`config.mk`:
```
export PLATFORM = sky130hd
export DESIGN_NAME = uart_tx_flat
export DESIGN_NICKNAME = d
export VERILOG_FILES = /design/src/rtl/uart_tx_if.sv /design/src/rtl/uart_tx.sv /design/src/flat_wrapper.sv
export SDC_FILE = /design/constraint.sdc
export NUM_CORES = 1
export LEC_CHECK = 0
export CAP_MARGIN = 15
export CORE_MARGIN = 5
export CORE_UTILIZATION = 60
export DETAILED_ROUTE_END_ITERATION = 6
export DONT_BUFFER_PORTS = 1
export PLACE_DENSITY_LB_ADDON = 0.15
export SLEW_MARGIN = 20
export SYNTH_ARGS = -nofsm -noshare
export SYNTH_HDL_FRONTEND = slang
export SYNTH_SLANG_ARGS = --single-unit
```
`constraint.sdc`:
```
create_clock -name i_clock -period 3.55 [get_ports i_clock]
set_clock_uncertainty 0.1 [all_clocks]
set_input_delay 0.355 -clock i_clock [delete_from_list [all_inputs] [get_ports i_clock]]
set_output_delay 0.355 -clock i_clock [all_outputs]
set_load 0.01 [all_outputs]
```
`src/rtl/uart_tx_if.sv`:
```
// Transmit request / serial line bundle between the command logic and uart_tx.
// master = requester (command side), slave = uart_tx.
interface uart_tx_if #(
  parameter int WIDTH_WORD = 8
);
  logic                  i_rate;
  logic                  i_tx_start;
  logic [WIDTH_WORD-1:0] i_data_in;
  logic                  o_bit_tx;
  logic                  o_tx_busy;
  logic                  o_tx_done;

  modport master (
    output i_rate, i_tx_start, i_data_in,
    input  o_bit_tx, o_tx_busy, o_tx_done
  );

  modport slave (
    input  i_rate, i_tx_start, i_data_in,
    output o_bit_tx, o_tx_busy, o_tx_done
  );
endinterface

```
`src/rtl/uart_tx.sv`:
```
// UART transmitter clocked by the shared 16x baud tick: start, LSB-first data, stop bits.
// Optional even parity bit compiled in with `define UART_TX_PARITY_EN.
//
// state  | meaning
// IDLE   | line high, waiting for i_tx_start
// START  | start bit (0) on the line
// DATA   | data bits, LSB first, shifting out of shift
// PARITY | even parity of the latched word (UART_TX_PARITY_EN only)
// STOP   | CANT_BIT_STOP stop bits (1), then done pulse
module uart_tx #(
  parameter int WIDTH_WORD    = 8,
  parameter int CANT_BIT_STOP = 2,
  parameter int TICKS_PER_BIT = 16
) (
  input  logic     i_clock,
  input  logic     i_reset,
  uart_tx_if.slave bus
);

  localparam int TW = (TICKS_PER_BIT > 1) ? $clog2(TICKS_PER_BIT) : 1;
  localparam int BW = $clog2(WIDTH_WORD) + 1;
  localparam int SW = $clog2(CANT_BIT_STOP) + 1;
  localparam logic [TW-1:0] TICK_LAST = TW'(TICKS_PER_BIT - 1);
  localparam logic [BW-1:0] BIT_LAST  = BW'(WIDTH_WORD - 1);
  localparam logic [SW-1:0] STOP_LAST = SW'(CANT_BIT_STOP - 1);

`ifdef UART_TX_PARITY_EN
  typedef enum logic [4:0] {
    IDLE   = 5'b00001,
    START  = 5'b00010,
    DATA   = 5'b00100,
    PARITY = 5'b01000,
    STOP   = 5'b10000
  } state_t;
`else
  typedef enum logic [3:0] {
    IDLE  = 4'b0001,
    START = 4'b0010,
    DATA  = 4'b0100,
    STOP  = 4'b1000
  } state_t;
`endif

  state_t                state, state_nxt;
  logic [TW-1:0]         tick, tick_nxt;
  logic [BW-1:0]         bit_cnt, bit_cnt_nxt;
  logic [SW-1:0]         stop_cnt, stop_cnt_nxt;
  logic [WIDTH_WORD-1:0] shift, shift_nxt;
  logic                  bit_tx, bit_tx_nxt;
  logic                  busy, busy_nxt;
  logic                  done, done_nxt;
  logic                  bit_end;
`ifdef UART_TX_PARITY_EN
  logic                  parity, parity_nxt;
`endif

  assign bit_end = bus.i_rate && (tick == TICK_LAST);

  always_ff @(posedge i_clock) begin
    if (!i_reset) begin
      state    <= IDLE;
      tick     <= '0;
      bit_cnt  <= '0;
      stop_cnt <= '0;
      shift    <= '0;
      bit_tx   <= 1'b1;
      busy     <= 1'b0;
      done     <= 1'b0;
`ifdef UART_TX_PARITY_EN
      parity   <= 1'b0;
`endif
    end else begin
      state    <= state_nxt;
      tick     <= tick_nxt;
      bit_cnt  <= bit_cnt_nxt;
      stop_cnt <= stop_cnt_nxt;
      shift    <= shift_nxt;
      bit_tx   <= bit_tx_nxt;
      busy     <= busy_nxt;
      done     <= done_nxt;
`ifdef UART_TX_PARITY_EN
      parity   <= parity_nxt;
`endif
    end
  end

  always_comb begin
    state_nxt    = state;
    tick_nxt     = tick;
    bit_cnt_nxt  = bit_cnt;
    stop_cnt_nxt = stop_cnt;
    shift_nxt    = shift;
    bit_tx_nxt   = bit_tx;
    busy_nxt     = busy;
    done_nxt     = 1'b0;
`ifdef UART_TX_PARITY_EN
    parity_nxt   = parity;
`endif

    // Tick counter only runs inside a frame; it wraps on each bit end.
    if (state != IDLE && bus.i_rate)
      tick_nxt = bit_end ? '0 : tick + 1'b1;

    case (state)
      IDLE: begin
        bit_tx_nxt = 1'b1;
        busy_nxt   = 1'b0;
        if (bus.i_tx_start) begin
          state_nxt    = START;
          shift_nxt    = bus.i_data_in;
          tick_nxt     = '0;
          bit_cnt_nxt  = '0;
          stop_cnt_nxt = '0;
          bit_tx_nxt   = 1'b0;
          busy_nxt     = 1'b1;
`ifdef UART_TX_PARITY_EN
          parity_nxt   = ^bus.i_data_in;
`endif
        end
      end
      START: begin
        if (bit_end) begin
          state_nxt  = DATA;
          bit_tx_nxt = shift[0];
        end
      end
      DATA: begin
        if (bit_end) begin
          shift_nxt   = shift >> 1;
          bit_cnt_nxt = bit_cnt + 1'b1;
          if (bit_cnt == BIT_LAST) begin
`ifdef UART_TX_PARITY_EN
            state_nxt  = PARITY;
            bit_tx_nxt = parity;
`else
            state_nxt  = STOP;
            bit_tx_nxt = 1'b1;
`endif
          end else begin
            bit_tx_nxt = shift_nxt[0];
          end
        end
      end
`ifdef UART_TX_PARITY_EN
      PARITY: begin
        if (bit_end) begin
          state_nxt  = STOP;
          bit_tx_nxt = 1'b1;
        end
      end
`endif
      STOP: begin
        bit_tx_nxt = 1'b1;
        if (bit_end) begin
          stop_cnt_nxt = stop_cnt + 1'b1;
          if (stop_cnt == STOP_LAST) begin
            state_nxt = IDLE;
            busy_nxt  = 1'b0;
            done_nxt  = 1'b1;
          end
        end
      end
      default: begin
        state_nxt  = IDLE;
        tick_nxt   = '0;
        bit_tx_nxt = 1'b1;
        busy_nxt   = 1'b0;
      end
    endcase
  end

  assign bus.o_bit_tx  = bit_tx;
  assign bus.o_tx_busy = busy;
  assign bus.o_tx_done = done;

endmodule

```
`src/flat_wrapper.sv`:
```
// flat-port wrapper written by rule: the top's interface ports become plain ports
module uart_tx_flat 
#(
  parameter int WIDTH_WORD    = 8,
  parameter int CANT_BIT_STOP = 2,
  parameter int TICKS_PER_BIT = 16
)
  (i_clock, i_reset, bus_i_rate, bus_i_tx_start, bus_i_data_in, bus_o_bit_tx, bus_o_tx_busy, bus_o_tx_done);
  uart_tx_if #(.WIDTH_WORD(WIDTH_WORD)) bus_i ();
  input  logic i_clock;
  input  logic i_reset;
  input wire logic [$bits(bus_i.i_rate)-1:0] bus_i_rate;
  input wire logic [$bits(bus_i.i_tx_start)-1:0] bus_i_tx_start;
  input wire logic [$bits(bus_i.i_data_in)-1:0] bus_i_data_in;
  output wire logic [$bits(bus_i.o_bit_tx)-1:0] bus_o_bit_tx;
  output wire logic [$bits(bus_i.o_tx_busy)-1:0] bus_o_tx_busy;
  output wire logic [$bits(bus_i.o_tx_done)-1:0] bus_o_tx_done;
  assign bus_i.i_rate = bus_i_rate;
  assign bus_i.i_tx_start = bus_i_tx_start;
  assign bus_i.i_data_in = bus_i_data_in;
  assign bus_o_bit_tx = bus_i.o_bit_tx;
  assign bus_o_tx_busy = bus_i.o_tx_busy;
  assign bus_o_tx_done = bus_i.o_tx_done;
  uart_tx #(.WIDTH_WORD(WIDTH_WORD), .CANT_BIT_STOP(CANT_BIT_STOP), .TICKS_PER_BIT(TICKS_PER_BIT)) u_core (.i_clock(i_clock), .i_reset(i_reset), .bus(bus_i));
endmodule
```
After elaboration in Yosys (flattened, before gate mapping)
Index checks and enable logic that the tools add are counted.
{"block": "word_totals", "reg_bits": 25, "latchBits": 0, "mem_bits_rw": 0, "mem_bits_ro": 0, "input_bits": 12, "out_inout_bits": 3, "n_memories": 0}
{"block": "op_classes", "addsub": 3, "multipliers": 0, "div": 0, "n_lt_le_gt_ge": 0, "eq_ne": 14, "n_shift": 0, "muxes": 30, "bitwise": 1, "reduce_logical": 12}
{"operator": "two-way mux 4 bit", "n": 11}
{"operator": "two-way mux 8 bit", "n": 2}
{"operator": "one-hot mux 4 bit (2 select lines)", "n": 2}
{"operator": "one-hot mux 4 bit (4 select lines)", "n": 1}
{"operator": "one-hot mux 8 bit (2 select lines)", "n": 1}
{"operator": "AND reduction 3 bit", "n": 4}
{"operator": "!= test 2 x 1 -> 1 bit, second input constant", "n": 5}
{"operator": "adder 4 x 1 -> 4 bit, second input constant", "n": 2}
{"operator": "equality test 4 x 3 -> 1 bit, second input constant", "n": 2}
{"operator": "equality test 4 bit, second input constant", "n": 2}
{"operator": "two-way mux 1 bit", "n": 8}
{"operator": "one-hot mux 1 bit (3 select lines)", "n": 2}
{"operator": "AND reduction 6 bit", "n": 1}
{"operator": "equality test 4 x 1 -> 1 bit, second input constant", "n": 1}
{"operator": "equality test 4 x 2 -> 1 bit, second input constant", "n": 1}
{"operator": "two-way mux 2 bit", "n": 2}
{"operator": "!= test 4 x 1 -> 1 bit, second input constant", "n": 1}
{"operator": "one-hot mux 2 bit (2 select lines)", "n": 1}
{"operator": "nonzero test 2 bit", "n": 2}
{"operator": "OR reduction 3 bit", "n": 1}
{"operator": "adder 2 x 1 -> 2 bit, second input constant", "n": 1}
{"operator": "equality test 2 x 1 -> 1 bit, second input constant", "n": 1}
{"operator": "logical AND 1 bit", "n": 2}
{"operator": "!= test 2 bit, second input constant", "n": 1}
{"operator": "3 further kinds", "n": 3}

Depth between registers and ports, before layout
Gate-level depths: netlist of run 1.
{"block": "depth", "word_depth": 6, "depth_mapped": 7, "depth_no_buf": 6}

Worst setup path before layout of run 1
Ideal clock, no wire load.
{"block": "synth_path", "kind": "register to register", "start": "register u_core.tick[0]", "end": "register u_core.state[0]", "t_arrival_ns": 1.625, "path_slack_ns": 1.705, "stages_incl_launch_ff": 7, "period_less_slack_ns": 1.845, "path_cell_list": "dfxtp_1 > ha_1 > and4_2 > clkbuf_1 > a2111oi_4 > nor3_2 > a211o_2"}
{"block": "synth_between", "elab_chain_cells": 4}
{"element": "start: declaration", "line": "uart_tx.sv:45", "source": "logic [TW-1:0] tick, tick_nxt;"}
{"element": "start signal: assignment", "line": "uart_tx.sv:74", "source": "tick <= tick_nxt;"}
{"element": "equality test 4 bit (*)", "line": "uart_tx.sv:57", "source": "assign bit_end = bus.i_rate && (tick == TICK_LAST);"}
{"element": "logical AND 1 bit (*)", "line": "uart_tx.sv:57"}
{"element": "!= test 2 x 1 -> 1 bit (no line)"}
{"element": "AND reduction 6 bit (no line) (*)"}
{"element": "end signal: assignment", "line": "uart_tx.sv:73", "source": "state <= state_nxt;"}
{"element": "end: declaration", "line": "uart_tx.sv:44", "source": "state_t state, state_nxt;"}
Mark *: on every way between the ends. The rest lies on a longest branch, timed or not.
A chain may end at the register's enable or synchronous reset.

Worst setup path after layout of run 1
{"block": "layout_path", "start": "register u_core.state[2]", "end": "register u_core.bit_cnt[3]"}
{"block": "layout_between", "elab_chain_cells": 3}
{"element": "equality test 4 x 3 -> 1 bit / equality test 4 x 1 -> 1 bit (equally long branches)", "line": "uart_tx.sv:104", "source": "case (state)"}
{"element": "!= test 2 x 1 -> 1 bit (no line) (tied with other cells)"}
{"element": "AND reduction 3 bit (no line)"}
{"element": "end signal: assignment", "line": "uart_tx.sv:75", "source": "bit_cnt <= bit_cnt_nxt;"}
{"element": "end: declaration", "line": "uart_tx.sv:46", "source": "logic [BW-1:0] bit_cnt, bit_cnt_nxt;"}
Parallel ways exist; a longest one is shown, timed or not.

==> results by stage, run 1 <==
Die:
- The starting utilization of the core area is 0.640.
- The die covers roughly 3500 um2.
- The vertical die dimension is 59.0 um.
- The die is slightly below 60 um wide.
- The number of placement rows is 17.
- The core region is approximately 2300 um2.
- The I/O pin count is 15.

GRT:
- The pin count of the biggest net entering global routing is 17.
- The leftover overflow at the end of global routing is 0.
- The number of antenna violations at the first check in global routing is 0.
- The wire length of the first global-routing pass is ~4800 um.
- The number of global-route vias before repair is slightly above 1000.
- Across every metal layer, demand over resource in global routing totals 0.178.

Finish:
- The final cell count without fillers is ~180.
- The register area is roughly 500 um2.
- Of the cells placed in the final design, the portion with a size suffix greater than 1 is 0.107.
- The area added between synthesis and finish is -0.434%.
- The number of antenna cells inserted is 0.
- The multi-input gate area in the final layout is around 850 um2.
- The final-stage net count is roughly 170.
- Counting the fill cells in the layout gives about 200.
- At the end of the flow the core is filled with cells to 0.637.
- With fillers left out, the area of the finished cells amounts to ~1400 um2.

Power and ir drop:
- The share of total power in the clock network is 0.234.
- Power spread over the standard cell area amounts to around 400 nW/um2.
- Of the total power, the share spent switching nets is 0.300.
- The fraction of power consumed by sequential logic is 0.577.
- The worst vdd rail ir drop is between 0.0002 and 0.0003 V.
- The share of power burned in combinational logic is 0.189.
- Summed over all nets, the switching power comes to ~0.00017 W.
- The static leakage power is ~0.46 nW.
- The cell-internal power is 0.000391 W.

Drt:
- The final routed wirelength across all metal layers is between 2000 and 3000 um.
- In the routed design, unresolved DRC markers number 0.
- In the final routed layout, each cell accounts on average for 15.6 um.
- The number of vias after detailed routing is 1095.
- The initial detailed-routing violation count is 15.
- The final antenna-violating net count is 0.
- The count of TritonRoute iterations in the first routing pass is 4.
- Using the TritonRoute via totals, the vias-per-cell ratio works out to 6.15.

Synth:
- The cell count after synthesis came out at 155.
- The number of nets handed over by synthesis was between 150 and 200.
- In this run, synthesis inferred 0 flip-flops with an integrated enable.
- The mean post-synth cell area is approximately 9.3 um2.
- The fraction of registers with async set/reset is 0.
- For this run, the register share of the synthesized area comes to 0.347.
- For this run, the leading register cell type out of synthesis is dfxtp_1.
- The flip-flop and latch count after synthesis is 25.
- The number of different library cells in the post-synthesis netlist is 48.
- The count of yosys warnings during synthesis is 0.
- The mapped cell area is around 1400 um2.

Clocking:
- Post-CTS timing repair inserted 0 buffers for setup.
- The number of buffers inserted by hold repair at cts is 0.
- The clock insertion delay at the later pin of the skew report is approximately 0.32 ns.
- In this run the clock root is driven by a clkbuf_4.
- The buffer levels on the longest clock path is 2.
- The number of instances resized during post-cts repair is 0.
- The number of buffers created by CTS is 3.
- The clock-pin slew on the worst setup and hold paths is 0.14 ns.
- CTS built an H-tree with a depth of 1.
- The number of clock sinks is 25.
- TritonCTS built the clock tree.

Setup path:
- The startpoint of the worst-slack reg-to-reg timing path is u_core.state[2].
- In this run the worst setup path begins at u_core.state[2].
- Data on the critical path is required at its endpoint by ~3.7 ns.
- The critical-path maximum fanout is 14.
- The endpoint kind of the worst setup timing path is a flip-flop.
- By startpoint and endpoint, the worst setup path is classified as reg -> reg.
- The type of element launching the critical path is a flip-flop.
- The worst register-to-register path has a depth of 4.
- The arrival time at the worst endpoint is 2.68 ns.

Timing:
- Setup repair after global routing left no endpoint under its margin.
- The max-slew headroom at the worst pin is 0.433.
- For the pin with the worst max-slew slack, the measured transition is around 0.85 ns.
- The portion of the clock cycle consumed by the worst path in the final layout is 0.707.
- The final hold violation count is 0.
- The sum of negative setup slack is 0 ns.
- The minimum clock period is roughly 2.5 ns.
- The number of max-slew violations in the final report is 0.
- Setup violations remaining at the end of the flow were counted as 0.
- Static timing analysis puts the maximum clock frequency at approximately 0.4 GHz.

Place:
- The quantity of I/O buffers inserted on ports is 0.
- Once placement completed, the tool counted placed cells totaling between 150 and 200.
- Detailed placement ended at an HPWL of 1980 um.
- The congestion estimate from routability-driven global placement came to roughly 0.81.
- The cell area after placement is 1400 um2.

Status:
- The run finished with clean final reports.

Job:
- The number of max-capacitance violations reported is 0.

Min path:
- In this run the worst hold path is classified as in -> reg.
- The cell count of the worst hold path is 2.
- The worst hold path begins at i_reset.
-- cells in the mapped netlist, drive strengths merged (2+ instances only) --
library cell | n | share of area
o21a | 2 | 0.010
clkbuf | 5 | 0.027
ha | 3 | 0.026
buf | 5 | 0.027
nand2 | 16 | 0.042
nor2 | 13 | 0.039
nand4b | 2 | 0.012
a31oi | 4 | 0.017
or3 | 3 | 0.013
o211ai | 3 | 0.016
nor3 | 3 | 0.014
dfxtp | 25 | 0.35
nor4b | 3 | 0.039
nor3b | 4 | 0.021
inv | 5 | 0.013
a21oi | 7 | 0.024
o21ai | 7 | 0.024
nand3 | 7 | 0.024
a2111oi | 2 | 0.029
a211oi | 8 | 0.042
mux2i | 9 | 0.062
-- layout make-up --
cell class	instances	area share
clock buffers	4	0.0183
inverters	5	0.0131
multi-input cells	115	0.589
flip-flops and latches	25	0.348
well taps	28	0.0244
repair buffers	1	0.00697
-- power by group through the flow --
stage                     Clock [W]  Sequential, W  Combinational (W)
after CTS                  0.000133       0.000323           0.000105
after global placement            0       0.000328           0.000103
final                      0.000130       0.000322           0.000106
after floorplan                   0       0.000315           0.000107
after detailed placement          0       0.000329           0.000105
after global routing       0.000148       0.000325           0.000118
-- critical path, cell delays in order, from the launching register on --
cell	delay (ns)
dfxtp_1	0.68
nor4b_4	0.80
a22oi_1	0.32
or3_1	0.43
a21boi_1	0.14
-- cell families (layout without fill, tap and decap cells) --
kind of cell	after synthesis	after routing	synth area share
XOR/XNOR	2	2	0.0252
flip-flops	25	25	0.347
AO/OA/AOI/OAI	43	43	0.228
multiplexers	9	9	0.0624
AND/OR/NAND/NOR	58	58	0.245
adder cells (fa/ha/maj)	3	3	0.0260
buffers and inverters	15	10	0.0668
-- routing by layer --
metal	GRT usage	wire [um]	vias up
li1	-	-	569
met1	0.233	1350	499
met2	0.274	1200	21
met3	0.0479	152	6
met4	0.0777	63	0
met5	0	0	-
-- cell usage in the layout, fill, tap and decap left out, types with 4 or more instances in the layout --
| master | Yosys | layout |
|---|---|---|
| dfxtp_1 | 25 | 25 |
| nand2_1 | 16 | 16 |
| nor2_1 | 12 | 12 |
| mux2i_1 | 9 | 9 |
| a211oi_1 | 8 | 8 |
| nand3_1 | 7 | 7 |
| a21oi_1 | 7 | 7 |
| o21ai_0 | 6 | 6 |
| inv_1 | 5 | 5 |
| nor3b_1 | 4 | 4 |
| a31oi_1 | 4 | 4 |
-- sequential cells by signal, summed over array words and instances, names as in the netlist --
| register | count |
|---|---|
| u_core.shift | 8 |
| u_core.bit_cnt | 4 |
| u_core.state | 4 |
| u_core.tick | 4 |
| u_core.bus.o_tx_done | 1 |
| u_core.bus.o_bit_tx | 1 |
| u_core.stop_cnt | 2 |
| u_core.bus.o_tx_busy | 1 |
-- worst paths after layout --
path | to | slack, ns
hold / removal | u_core.bus.o_tx_done | 0.03
hold reg to reg | u_core.bit_cnt[1] | 0.39
setup / recovery | u_core.bit_cnt[3] | 1.04
setup reg to reg | u_core.bit_cnt[3] | 1.04
-- through the flow --
stage | total power [W] | setup slack [ns] | hold WS (ns)
floorplan | 0.000422 | 1.71 | 0.349
global placement | 0.000430 | 1.15 | 0.337
detailed placement | 0.000433 | 1.07 | 0.345
CTS | 0.000560 | 1.03 | 0.00412
global route | 0.000592 | 0.834 | 0.0281
finish | 0.000558 | 1.04 | 0.0345
(Power assumes the default switching activity.)
==> inputs of run 2 (changes only) <==
--- a/config.mk
+++ b/config.mk
@@ -7,7 +7,7 @@
 export LEC_CHECK = 0
 export CAP_MARGIN = 15
 export CORE_MARGIN = 5
-export CORE_UTILIZATION = 60
+export CORE_UTILIZATION = 56
 export DETAILED_ROUTE_END_ITERATION = 6
 export DONT_BUFFER_PORTS = 1
 export PLACE_DENSITY_LB_ADDON = 0.15
==> constraint.sdc (replaced) <==
create_clock -name i_clock -period 2.04 [get_ports i_clock]
set_clock_uncertainty 0.1 [all_clocks]
set_input_delay 0.204 -clock i_clock [delete_from_list [all_inputs] [get_ports i_clock]]
set_output_delay 0.204 -clock i_clock [all_outputs]
set_load 0.01 [all_outputs]
==> run 2 against run 1 <==
  * Worst setup slack got worse by 0.89 ns
  * Clock power increased by 76%
  * Maximum frequency increased by 33%
  * Via count increased by 9.3%
  * Sequential cell count unchanged
  * Combinational power increased by 110%
  * Wire length increased by 14%
  * Critical endpoint is now u_core.shift[2]
  * Highest routed layer unchanged
==> results by stage, run 2 (synthesis results as in run 1) <==
Setup path:
- The startpoint of the worst-slack reg-to-reg timing path is u_core.state[2].
- The worst register-to-register path ends at u_core.shift[2].
- The required time of the critical path is between 2 and 2.5 ns.
- The cell family contributing the most delay on the critical path is compound AO/OA/AOI/OAI gates.
- STA classifies the critical path endpoint as a flip-flop.
- The delay contributed by the slowest stage of the critical path is around 0.42 ns.
- The reg-to-reg setup timing slack is between 0.15 and 0.2 ns.
- The worst setup path category is reg -> reg.
- Of all nets on the critical path, the largest fanout is 16.
- The signal on the critical path passes through buf_4 > nor4b_4 > a22o_2 > nor2_1 > a211oi_1.
- Together, buffers and inverters on the worst path number 1.
- The arrival time at the worst endpoint is about 2 ns.
- Counting buffers and inverters, the worst setup path is 5 cells deep.
- The largest individual stage delay along the critical path comes from the cell nor4b_4.
- The type of element launching the critical path is a flip-flop.
- The worst register-to-register path has a depth of 5.

Timing:
- The number of max-slew violations in the final report is 0.
- The worst path in the final design needs a cycle of about 1.9 ns, including I/O delays and setup.
- Setup repair after global routing left no endpoint under its margin.
- The final hold violation count came to 0.
- Setup violations remaining at the end of the flow were counted as 0.
- The portion of the clock cycle consumed by the worst path in the final layout is 0.925.
- The slew of the pin with the lowest slew margin is 0.537 ns.
- The sum of negative setup slack is 0 ns.
- The max-slew headroom at the worst pin is 0.642.
- Derived from the worst setup path, the maximum achievable clock frequency is 0.530 GHz.

Clocking:
- In this run, CTS created clock tree buffers numbering 3.
- The clock drives 25 sinks.
- The buffer levels on the longest clock path is 2.
- For the worst-skew pair, the clock arrives at the later sink with an insertion delay of between 0.3 and 0.4 ns.
- The clock tree root driver cell is clkbuf_4.
- The number of H-tree levels is 1.
- After clock tree synthesis, the setup repair step added 0 buffers.
- TritonCTS built the clock tree.
- After clock tree synthesis, the clock-pin slew on the worst setup and hold paths is between 0.1 and 0.15 ns.

Power and ir drop:
- The power density over cell area is 642 nW/um2.
- IR analysis of the VDD net gives a maximum drop of between 0.0004 and 0.0005 V.
- The static leakage power is between 0.5 and 0.6 nW.

Finish:
- Counting flops per register, the top entry is u_core.shift.
- For this run, the share of the core covered by cells in the final layout is 0.633.
- The area added between synthesis and finish is 8.76%.
- With fillers left out, the area of the finished cells amounts to 1570 um2.
- The top cell types in the final layout, fill and taps aside, are dfxtp_1 (23), nand2_1 (16), nor2_1 (12), mux2i_1 (9), buf_4 (9).
- The final-stage net count is 181.
- The register with the most flip-flops in the layout has 8 of them.
- The library cell used most frequently in the layout, excluding fill and tap cells, is dfxtp_1.
- The number of antenna cells inserted is 0.
- In the final layout, the share of cells above drive strength 1 is 0.164.
- After filler insertion, the fill cell instance count of the layout stands at roughly 220.

GRT:
- The number of antenna violations at the first check in global routing is 0.
- The leftover overflow at the end of global routing is 0.
- The number of global-route vias before repair is 1210.
- The global-route total usage across every layer is 0.197.
- Entering global routing, the biggest net connects 17 pins.
- The first global-routing pass estimated between 5000 and 6000 um of wire.

Place:
- The congestion estimate from routability-driven global placement came to slightly above 0.9.
- The wire-length estimate of the detail-placed layout is between 2000 and 2500 um.
- The count of buffers added on input and output ports is 0.
- The cell area after placement is between 1000 and 1500 um2.

Drt:
- The average detailed-routed wire length per instance is about 16 um.
- The via-per-instance ratio is 6.14.
- The count of TritonRoute iterations in the first routing pass is 4.
- The routed layout has ~1200 vias.
- The final antenna-violating net count is 0.
- The final routed DRC violation total is 0.
- The routed design has 3150 um of wire.
- The initial detailed-routing violation count is 52.

Min path:
- The cell count of the worst hold path is 2.
- The path class of the tightest hold or removal check is in -> reg.
- For hold timing, the worst endpoint is u_core.bit_cnt[3].
- The startpoint of the lowest-slack hold path is bus_i_tx_start.

Die:
- The I/O pin count is 15.
- The floorplan step defined a die boundary enclosing between 3000 and 4000 um2.
- In this run the core area contains 18 standard-cell rows.
- The area inside the core boundary is ~2500 um2.
- The die outline width is between 60 and 70 um.
- The initial utilization of the core area, before any placement, comes to 0.582.
- In this run the vertical extent of the chip is about 61 um.

Job:
- The number of max-capacitance violations reported is 0.

Status:
- The run finished with clean final reports.
==> run 2: changes by cell type in the layout (fill, tap and decap cells not counted) <==
cell,change
buf_4,+9
dfxtp_1,-2
dfxtp_2,+2
dlygate4sd3_1,+6
==> run 2: per-layer routing <==
| layer | part of all wire | global-route usage |
|---|---|---|
| met5 | 0 | 0 |
| met4 | 0.021 | 0.0929 |
| met3 | 0.027 | 0.0340 |
| met2 | 0.49 | 0.333 |
| met1 | 0.46 | 0.242 |
==> run 2: worst reg2reg max path, stage by stage, from the launching register on <==
cell	delay [ns]
dfxtp_1	0.38
buf_4	0.18
nor4b_4	0.42
a22o_2	0.40
nor2_1	0.08
a211oi_1	0.24
==> run 2: final cells by class <==
cell class | count | area [um2] | share of cell area
timing repair buffer | 16 | 138 | 0.0877
clock buffer | 4 | 26.3 | 0.0167
multi-input combinational | 115 | 846 | 0.539
sequential | 25 | 503 | 0.321
tap | 30 | 37.5 | 0.0239
inverter | 5 | 18.8 | 0.0120
==> run 2: per-stage QoR <==
step | instances | hold WS [ns] | setup slack [ns] | total power, W
after floorplan | 155 | 0.251 | 0.195 | 0.000734
after global placement | 184 | 0.184 | 0.160 | 0.000763
after detailed placement | 184 | 0.189 | 0.0901 | 0.000774
after CTS | 194 | 0.00232 | 0.0636 | 0.00101
after global routing | 195 | 0.00446 | 0.00787 | 0.00106
final | 195 | 0.00446 | 0.153 | 0.00101
==> run 2: what timing repair did <==
item	4_1_cts	5_1_grt
endpoints found under the setup margin	0	8
endpoints found under the hold margin	11	1
resized for setup	0	2
hold buffers	6	1
==> run 2: worst max-delay path by stage <==
stage                     slack, ns              end       startpoint
after CTS                      0.06   u_core.tick[2]  u_core.state[1]
final                          0.15  u_core.shift[2]  u_core.state[2]
after detailed placement       0.09   u_core.tick[2]  u_core.state[1]
after global routing          0.008  u_core.shift[2]  u_core.state[2]
after floorplan                0.20  u_core.state[0]   u_core.tick[0]
after global placement         0.16  u_core.state[0]  u_core.state[1]
==> run 2: power breakdown <==
group / internal (W) / switching [W] / leakage (nW)
sequential: 0.000520 / 0.0000350 / 0.205
clock: 0.0000767 / 0.000152 / 0.0150
combinational: 0.000105 / 0.000118 / 0.308
